## config.mk

```make
export PLATFORM = sky130hd
export DESIGN_NAME = sdram_client_port
export DESIGN_NICKNAME = d
export VERILOG_FILES = /design/src/rtl/sdram_client_port.sv
export SDC_FILE = /design/constraint.sdc
export NUM_CORES = 1
export LEC_CHECK = 0
export CORE_ASPECT_RATIO = 2
export CORE_MARGIN = 5
export CORE_UTILIZATION = 40
export DETAILED_ROUTE_END_ITERATION = 8
export PLACE_DENSITY = 0.85
export SETUP_SLACK_MARGIN = 0.5
export SLEW_MARGIN = 5
export SYNTH_ARGS = -nofsm -noshare
export SYNTH_HDL_FRONTEND = slang
export SYNTH_SLANG_ARGS = --single-unit
export TNS_END_PERCENT = 5
```

## constraint.sdc

```tcl
create_clock -name clk -period 3.17 [get_ports clk]
set_input_delay 0.634 -clock clk [delete_from_list [all_inputs] [get_ports clk]]
set_output_delay 0.634 -clock clk [all_outputs]
set_load 0.02 [all_outputs]
```

## src/rtl/sdram_client_port.sv

```systemverilog
// Client-side port for an SDRAM controller: packs requests into command-FIFO
// words, tracks outstanding reads and returns read data in command order.
module sdram_client_port #(
    parameter int unsigned MAX_OUTSTANDING = 4
) (
    input  logic        clk,
    input  logic        rst_n_i,
    input  logic        req_valid_i,
    output logic        req_ready_o,
    input  logic        req_we_i,
    input  logic [23:0] req_addr_i,
    input  logic [15:0] req_data_i,
    input  logic [1:0]  req_sel_i,
    output logic [42:0] cmd_d_o,
    output logic        cmd_enq_o,
    input  logic        cmd_full_i,
    input  logic [15:0] rd_q_i,
    input  logic        rd_empty_i,
    output logic        rd_deq_o,
    output logic        rsp_valid_o,
    output logic [15:0] rsp_data_o,
    input  logic        rsp_ready_i,
    output logic        busy_o,
    output logic        stray_o
);

    localparam logic [7:0] MAX_CNT = 8'(MAX_OUTSTANDING);

    typedef enum logic {IDLE, ENQ} state_t;

    state_t      r_state;
    state_t      w_state_nxt;
    logic [7:0]  r_outstanding;
    logic        w_accept;
    logic        w_rd_accept;
    logic        w_pop_valid;
    logic        w_pop_stray;
    logic [42:0] w_cmd;

    always_comb begin
        req_ready_o = (r_state == IDLE) && !cmd_full_i &&
                      (req_we_i || (r_outstanding < MAX_CNT));
        w_accept    = req_valid_i && req_ready_o;
        w_rd_accept = w_accept && !req_we_i;
        rd_deq_o    = !rd_empty_i && (!rsp_valid_o || rsp_ready_i);
        w_pop_valid = rd_deq_o && (r_outstanding != 8'd0);
        w_pop_stray = rd_deq_o && (r_outstanding == 8'd0);
        busy_o      = (r_outstanding != 8'd0) || (r_state == ENQ);
        if (req_we_i) begin
            w_cmd = {1'b1, req_sel_i, req_addr_i, req_data_i};
        end else begin
            w_cmd = {1'b0, 2'b11, req_addr_i, 16'h0000};
        end
    end

    always_comb begin
        w_state_nxt = r_state;
        case (r_state)
            IDLE:    if (w_accept) w_state_nxt = ENQ;
            ENQ:     w_state_nxt = IDLE;
            default: w_state_nxt = IDLE;
        endcase
    end

    always_ff @(posedge clk or negedge rst_n_i) begin
        if (!rst_n_i) begin
            r_state   <= IDLE;
            cmd_enq_o <= 1'b0;
            cmd_d_o   <= '0;
        end else begin
            r_state   <= w_state_nxt;
            cmd_enq_o <= w_accept;
            if (w_accept) begin
                cmd_d_o <= w_cmd;
            end
        end
    end

    // A read accepted in the same cycle as a counted pop cancels out.
    always_ff @(posedge clk or negedge rst_n_i) begin
        if (!rst_n_i) begin
            r_outstanding <= '0;
        end else begin
            case ({w_rd_accept, w_pop_valid})
                2'b10: if (r_outstanding != 8'hFF) r_outstanding <= r_outstanding + 8'd1;
                2'b01: r_outstanding <= r_outstanding - 8'd1;
                default: r_outstanding <= r_outstanding;
            endcase
        end
    end

    always_ff @(posedge clk or negedge rst_n_i) begin
        if (!rst_n_i) begin
            rsp_valid_o <= 1'b0;
            rsp_data_o  <= '0;
            stray_o     <= 1'b0;
        end else begin
            if (w_pop_valid) begin
                rsp_valid_o <= 1'b1;
                rsp_data_o  <= rd_q_i;
            end else if (rsp_valid_o && rsp_ready_i) begin
                rsp_valid_o <= 1'b0;
            end
            if (w_pop_stray) begin
                stray_o <= 1'b1;
            end
        end
    end

endmodule
```

==> qor.csv, run 1 <==
stage,metric,value,unit
status,status,"finished, final reports clean",
placed_design,half-perimeter wire length of the detailed placement result,6.49,mm
sta,highest achievable clock rate,0.370,GHz
global_route,global-route met3 utilization,0.0645,
setup_path,Critical R2R Launch,r_outstanding[5],
die,initial cell density of the core,0.407,
sta,RSZ-0062 raised after global routing,yes,
yosys,xor-xnor portion of the synthesized cell area,0.0143,
setup_path,delay of the slowest cell on the worst path,0.50,ns
placed_design,worst setup slack before clock tree synthesis,-0.0788,ns
cts,Clock H-tree levels,3,
yosys,leading cell types by total area after synthesis,"sky130_fd_sc_hd__dfrtp_1 (58%), sky130_fd_sc_hd__nand2_1 (13%), sky130_fd_sc_hd__mux2_2 (7.3%), sky130_fd_sc_hd__nand3_1 (2.8%), sky130_fd_sc_hd__ha_1 (2.4%)",
yosys,part of the Yosys area used for sequential elements,0.579,
sta,total count of hold-check failures in the final report,0,
setup_path,critical path data required time,3.44,ns
min_path,class of the most critical hold timing path,in2async,
yosys,complex-gate fraction of the synthesized area,0.0542,
yosys,number of warning messages in the yosys log,0,
die,standard cell core area,0.00754,mm2
global_route,met2 global-route usage,0.347,
routing,via-per-instance ratio,4.91,
job,Max-Cap Viols,0,
yosys,number of enable-type register cells in the synthesized netlist,0,
sta,shortest period the worst path allows,2.70,ns
cts,TritonCTS clock tree,done,
die,number of core rows,45,
placed_design,# port buffers,129,
yosys,simple-gate share of the synthesized area,0.203,
yosys,adder-cell area share of the yosys netlist,0.0310,
cts,number of buffers inserted by hold repair at cts,0,
final_layout,cell area after layout,0.00493,mm2
sta,Setup Skew,0.00551,ns
setup_path,Setup crit start kind,primary input,
setup_path,crit path kind,in2reg,
routing,drt drc,0,
final_layout,area grow syn2layout,60.7,%
routing,Detailed Routing Iterations Pass 1,4,
sta,post-route worst setup slack,0.468,ns
routing,remaining antenna violation count after routing,0,
final_layout,number of antenna cells inserted,0,
routing,Via Count,2634,
cts,Root Driver,sky130_fd_sc_hd__clkbuf_16,
setup_path,worst-path fanout max,7,
die,die boundary height,134,um
sta,headroom to the max-slew limit,0.475,
placed_design,Placed Cells incl. Taps,512,
routing,per-cell routed wire length,16.5,um
global_route,via count of the first global-routing pass,2836,
global_route,Global Route met1 Usage,0.180,
placed_design,routability cong.,0.862,
setup_path,crit path buf inv count,2,
die,die boundary width,71.9,um
yosys,post-synthesis cell count,291,
yosys,commonest register cell after synthesis,sky130_fd_sc_hd__dfrtp_1,
yosys,post-synth net total,363,
setup_path,Critical-path top delay cell,sky130_fd_sc_hd__or4b_4,
cts,clock buffer depth,2,
setup_path,cell-by-cell trace of the critical path,clkdlybuf4s50_1 > nor2b_2 > a211oi_4 > nand2_2 > clkinv_4 > ha_4 > nor2b_4 > o31a_1 > or4b_4 > nand3_2 > mux2_2,
sta,"Setup violations, final",0,
global_route,first-pass GRT wire length,14.0,mm
cts,clock-pin transition on the worst setup and hold timing paths,0.05,ns
setup_path,kind of cell with the highest combined delay on the critical path,simple AND/OR/NAND/NOR gates,
sta,number of pins exceeding their max-slew limit in the final report,0,
cts,TritonCTS sink count,71,
cts,number of clock buffers inserted by TritonCTS,9,
routing,number of design-rule violations left by the first detailed-router iteration,146,
final_layout,fin nets,510,
yosys,share of flip-flops with an asynchronous set or reset after synthesis,1.00,
final_layout,filler instances,626,
yosys,portion of synthesized cell area occupied by the leading cell type,0.579,
global_route,highest-utilization routing layer at the global route stage,met2,
power,Leakage Power,2.30,nW
yosys,combinational family with the most area after synthesis,simple AND/OR/NAND/NOR gates,
final_layout,utilization after layout,0.654,
power,"sum of internal, switching and leakage power",3.66,mW
final_layout,share of final-layout standard cells stronger than drive strength 1,0.170,
power,Max rail drop VDD,0.405,mV
setup_path,endpoint of the most critical register-to-register path,r_outstanding[6],
routing,routed wire length,8.85,mm
sta,transition time of the tightest slew-check pin,0.788,ns
yosys,mean area per synthesized cell,10.5,um2
final_layout,non-filler instance count after layout,536,
power,areal power density over the cells,741,mW/mm2
sta,Final period util,0.852,
cts,insertion delay of the later-clocked pin in the worst-skew pair,0.33,ns
yosys,Synth Register Bits,71,
global_route,antenna violations before repair,0,
global_route,global router's overall resource usage,0.191,
global_route,maximum number of pins on one net before global-route repair,42,
yosys,cell taking the most area after synthesis,sky130_fd_sc_hd__dfrtp_1,
yosys,Yosys cell types,40,
setup_path,worst reg-to-reg setup slack,0.47,ns
placed_design,instance area after placement,0.00453,mm2
yosys,synthesized area,0.00307,mm2
global_route,final global-route overflow total,0,
setup_path,r2r worst-path depth,11,
die,die area,0.00963,mm2
yosys,proportion of synthesized area in mux cells,0.0913,
setup_path,critical path data arrival time,2.97,ns
setup_path,endpoint kind of the worst setup timing path,register,
die,Boundary Pins,130,
-- cells in the final DEF (no fill, tap or decap), types with 3 or more instances in the layout --
master and instances:
sky130_fd_sc_hd__xnor2_1 4, sky130_fd_sc_hd__dfrtp_1 71, sky130_fd_sc_hd__clkdlybuf4s50_1 124, sky130_fd_sc_hd__a21oi_1 3
sky130_fd_sc_hd__o21a_1 3, sky130_fd_sc_hd__nor2_1 9, sky130_fd_sc_hd__nand2_1 105, sky130_fd_sc_hd__inv_1 5
sky130_fd_sc_hd__nand3_1 16, sky130_fd_sc_hd__dlymetal6s2s_1 3, sky130_fd_sc_hd__clkinv_2 3, sky130_fd_sc_hd__mux2_2 20
sky130_fd_sc_hd__o21ai_0 3, sky130_fd_sc_hd__buf_4 17, sky130_fd_sc_hd__ha_1 5, sky130_fd_sc_hd__mux2i_1 3
sky130_fd_sc_hd__clkbuf_16 9
-- sequential cells by signal (all words and copies together), names as in the netlist --
name and count:
cmd_d_o 43, cmd_enq_o 1, r_outstanding 8, r_state 1, rsp_data_o 16, rsp_valid_o 1, stray_o 1
-- power breakdown --
part           leakage, nW  total [mW]  internal (mW)  switching [mW]
Clock                0.151       0.997          0.642           0.354
Combinational         1.28        1.37          0.702           0.669
Sequential           0.871        1.29           1.12           0.173
Total                 2.30        3.66           2.46            1.20
-- layout make-up --
class                           instances  area [um2]  share of cell area
Sequential cell                        71        1780               0.360
Timing Repair Buffer                  147        1430               0.290
Multi-Input combinational cell        202        1280               0.259
Clock buffer                           11         253              0.0512
Tap cell                               94         118              0.0238
Clock inverter                          4        45.0             0.00913
Inverter                                7        31.3             0.00634
-- cell families (layout without fill, tap and decap cells) --
kind of cell	Yosys count	in the layout
DFF	71	71
and+or+nand+nor	144	144
adders and majority gates	7	7
AOI/OAI and AO/OA	21	21
xor gates and xnor gates	5	5
buffers and inverters	18	169
muxes	25	25
-- per-stage QoR --
step           hold WS, ns  TNS (ns)
2_1_floorplan        0.338         0
3_3_place_gp         0.449         0
3_5_place_dp         0.459    -0.121
4_1_cts              0.402         0
5_1_grt              0.443         0
6_report             0.381         0
-- layer usage --
layer / up-vias / part of all wire / routed length, um
met4: 0 / 0.047 / 414
li1: 1246 / - / -
met2: 96 / 0.56 / 4950
met3: 28 / 0.062 / 552
met1: 1264 / 0.33 / 2930
met5: - / 0 / 0
-- timing repair --
| item | 4_1_cts | 5_1_grt |
|---|---|---|
| endpoints found under the setup margin | 5 | 4 |
| resized for setup | 5 | 8 |
| buffers inserted | 5 | 4 |
| pin swaps | 4 | 6 |
| endpoints found under the hold margin | 0 | 0 |
-- how the worst max path moves through the flow --
| stage | depth (start not counted) | from | slack, ns | end |
|---|---|---|---|---|
| floorplan | 10 | rsp_ready_i | 0.43 | r_outstanding[6] |
| global placement | 11 | req_valid_i | 0.04 | r_outstanding[7] |
| detailed placement | 11 | req_valid_i | -0.08 | r_outstanding[7] |
| CTS | 11 | req_valid_i | 0.39 | r_outstanding[6] |
| global route | 10 | r_outstanding[5] | 0.39 | r_outstanding[7] |
| finish | 11 | rsp_ready_i | 0.47 | r_outstanding[6] |
-- synthesized netlist by cell type, types with 4 or more instances --
library cell / number
sky130_fd_sc_hd__nand2_1: 105
sky130_fd_sc_hd__nor2_1: 9
sky130_fd_sc_hd__xnor2_1: 4
sky130_fd_sc_hd__inv_1: 6
sky130_fd_sc_hd__o21ai_0: 4
sky130_fd_sc_hd__mux2_2: 20
sky130_fd_sc_hd__buf_4: 4
sky130_fd_sc_hd__dfrtp_1: 71
sky130_fd_sc_hd__nor2b_1: 4
sky130_fd_sc_hd__ha_1: 6
sky130_fd_sc_hd__clkbuf_1: 6
sky130_fd_sc_hd__nand3_1: 17
Power figures use the tool's default switching activity.
==> run 2: changes to the inputs <==
Settings changed: CAP_MARGIN from default to 20, PLACE_DENSITY 0.85 to 0.76.
==> qor.csv, run 2 (same netlist as run 1, synthesis figures left out) <==
stage,metric,value,unit,change
setup_path,origin of the worst setup path,r_outstanding[5],,
sta,RSZ-0062 raised after global routing,yes,,
power,Max rail drop VDD,0.386,mV,-4.6%
sta,Final TNS setup,0,ns,unchanged
final_layout,fin nets,506,,-0.78%
setup_path,Setup crit start kind,register,,
status,status,"finished, final reports clean",,
sta,highest achievable clock rate,0.370,GHz,about the same
routing,per-cell routed wire length,16.5,um,about the same
power,combinational share of power,0.373,,-0.002
sta,number of pins exceeding their max-slew limit in the final report,0,,unchanged
routing,routed wire length,8.80,mm,-0.51%
die,die boundary height,134,um,unchanged
sta,"Setup violations, final",0,,unchanged
power,"sum of internal, switching and leakage power",3.71,mW,+1.5%
power,switching power as a share of total power,0.324,,-0.00247
setup_path,crit path kind,reg2reg,,
global_route,global router's overall resource usage,0.189,,-0.00243
routing,drt drc,0,,unchanged
sta,Setup Skew,0.00460,ns,-0.000906 ns
final_layout,utilization after layout,0.657,,+0.00348
setup_path,Critical R2R Launch,r_outstanding[5],,
final_layout,register name with the most flops,cmd_d_o,,
global_route,via count of the first global-routing pass,2802,,-1.2%
setup_path,Critical-path top delay cell,sky130_fd_sc_hd__or4b_4,,
final_layout,share of final-layout standard cells stronger than drive strength 1,0.171,,+0.00116
placed_design,routability cong.,0.867,,+0.68%
setup_path,worst-path fanout max,5,,-2
die,number of core rows,45,,unchanged
final_layout,area grow syn2layout,61.6,%,
cts,Clock H-tree levels,3,,unchanged
power,share of power burned in registers,0.350,,-0.003
setup_path,critical path data required time,3.43,ns,about the same
power,total net switching power,1.20,mW,+0.71%
cts,TritonCTS clock tree,done,,
min_path,class of the most critical hold timing path,in2async,,
setup_path,last element of the critical path,r_outstanding[6],,
setup_path,worst reg-to-reg setup slack,0.47,ns,about the same
setup_path,critical path data arrival time,2.96,ns,about the same
final_layout,leading registers by flop count,"cmd_d_o x43, rsp_data_o x16, r_outstanding x8",,
cts,number of buffers inserted by hold repair at cts,0,,unchanged
cts,clock-pin transition on the worst setup and hold timing paths,0.05,ns,about the same
global_route,maximum number of pins on one net before global-route repair,72,,+71%
global_route,antenna violations before repair,0,,unchanged
die,die area,0.00963,mm2,unchanged
cts,clock buffer depth,2,,unchanged
setup_path,kind of cell with the highest combined delay on the critical path,simple AND/OR/NAND/NOR gates,,
routing,Detailed Routing Iterations Pass 1,4,,unchanged
setup_path,r2r worst-path depth,11,,unchanged
global_route,final global-route overflow total,0,,unchanged
sta,transition time of the tightest slew-check pin,0.766,ns,-0.0214 ns
power,areal power density over the cells,748,mW/mm2,+0.94%
power,cell internal power dissipation,2.51,mW,+1.8%
routing,remaining antenna violation count after routing,0,,unchanged
final_layout,number of antenna cells inserted,0,,unchanged
sta,Final period util,0.852,,about the same
routing,via-per-instance ratio,4.80,,-2.3%
cts,Root Driver,sky130_fd_sc_hd__clkbuf_16,,
global_route,first-pass GRT wire length,13.9,mm,-0.89%
job,Max-Cap Viols,0,,unchanged
setup_path,endpoint kind of the worst setup timing path,register,,
final_layout,"most common cell after layout, fill and taps aside",sky130_fd_sc_hd__clkdlybuf4s50_1,,
sta,headroom to the max-slew limit,0.488,,+0.0135
sta,total count of hold-check failures in the final report,0,,unchanged
setup_path,number of gates on the worst path with buffers counted,11,,unchanged
final_layout,Largest register FFs,43,,unchanged
die,Boundary Pins,130,,unchanged
sta,shortest period the worst path allows,2.70,ns,-0.00211 ns
setup_path,delay of the slowest cell on the worst path,0.49,ns,about the same
setup_path,crit path buf inv count,2,,unchanged
routing,Via Count,2558,,-2.9%
power,clock power share,0.277,,+0.004
power,Leakage Power,2.29,nW,-0.47%
cts,insertion delay of the later-clocked pin in the worst-skew pair,0.32,ns,about the same
cts,TritonCTS sink count,71,,unchanged
die,initial cell density of the core,0.407,,unchanged
die,standard cell core area,0.00754,mm2,unchanged
routing,number of design-rule violations left by the first detailed-router iteration,115,,-21%
placed_design,# port buffers,129,,unchanged
cts,number of clock buffers inserted by TritonCTS,9,,unchanged
setup_path,endpoint of the most critical register-to-register path,r_outstanding[6],,
die,die boundary width,71.9,um,unchanged
placed_design,half-perimeter wire length of the detailed placement result,6.32,mm,-2.6%
final_layout,"commonest cells after routing, fill and taps aside","sky130_fd_sc_hd__clkdlybuf4s50_1 (124), sky130_fd_sc_hd__nand2_1 (105), sky130_fd_sc_hd__dfrtp_1 (71)",,
setup_path,cell-by-cell trace of the critical path,nor4_4 > buf_4 > a211oi_4 > nand2_2 > clkinv_4 > ha_4 > nor2b_4 > o31a_1 > or4b_4 > nand3_2 > mux2_2,,
==> run 2: changes by cell type in the layout (fill, tap and decap cells not counted), sizes merged <==
cell,before,now
clkbuf,11,13
buf,19,15
clkinv,4,3
==> run 2: final cells by class <==
class / instances / area (um2)
flip-flops and latches: 71 / 1780
inverters: 7 / 31.3
fillers: 611 / 2580
clock buffers: 13 / 270
clock inverters: 3 / 40.0
well taps: 94 / 118
repair buffers: 143 / 1410
multi-input cells: 202 / 1310
==> run 2: power groups by stage <==
stage	Combinational [mW]	Clock, mW	Sequential (mW)
final	1.39	1.03	1.30
after global routing	1.49	1.08	1.33
after CTS	1.34	1.04	1.28
after detailed placement	1.31	0	1.29
after global placement	1.27	0	1.28
after floorplan	0.555	0	1.46
==> run 2: stage by stage <==
stage | worst slack, ns | hold WS (ns) | area [um2] | instances
6_report | 0.470 | 0.309 | 4960 | 533
5_1_grt | 0.382 | 0.373 | 4960 | 533
4_1_cts | 0.426 | 0.341 | 4880 | 530
3_5_place_dp | -0.0401 | 0.455 | 4530 | 511
3_3_place_gp | 0.0684 | 0.451 | 4530 | 511
2_1_floorplan | 0.430 | 0.338 | 3100 | 291
==> run 2: metal layers <==
layer | part of all wire | routed length [um] | global-route usage | vias up
met4 | 0.032 | 280 | 0.101 | 0
met1 | 0.35 | 3090 | 0.189 | 1221
li1 | - | - | - | 1236
met2 | 0.57 | 5010 | 0.347 | 81
met3 | 0.047 | 418 | 0.0435 | 20
met5 | 0 | 0 | 0 | -
==> run 2: how the worst min path moves through the flow <==
stage / slack, ns / cells after the start / to
floorplan: 0.34 / 0 / cmd_d_o[0]
CTS: 0.34 / 2 / rsp_data_o[4]
global placement: 0.45 / 2 / cmd_d_o[2]
finish: 0.31 / 2 / rsp_data_o[4]
global route: 0.37 / 2 / cmd_d_o[9]
detailed placement: 0.46 / 2 / cmd_d_o[6]
==> run 2: repair_timing <==
item | 4_1_cts | 5_1_grt
setup endpoints to repair | 4 | 4
resized for setup | 6 | 11
buffers inserted | 3 | 3
pin swaps | 3 | 6
==> run 3: changes to the inputs <==
Settings changed: CAP_MARGIN 20 to default.
==> results of run 3 <==
No change in the layout: final DEF, timing and power equal those of run 2.
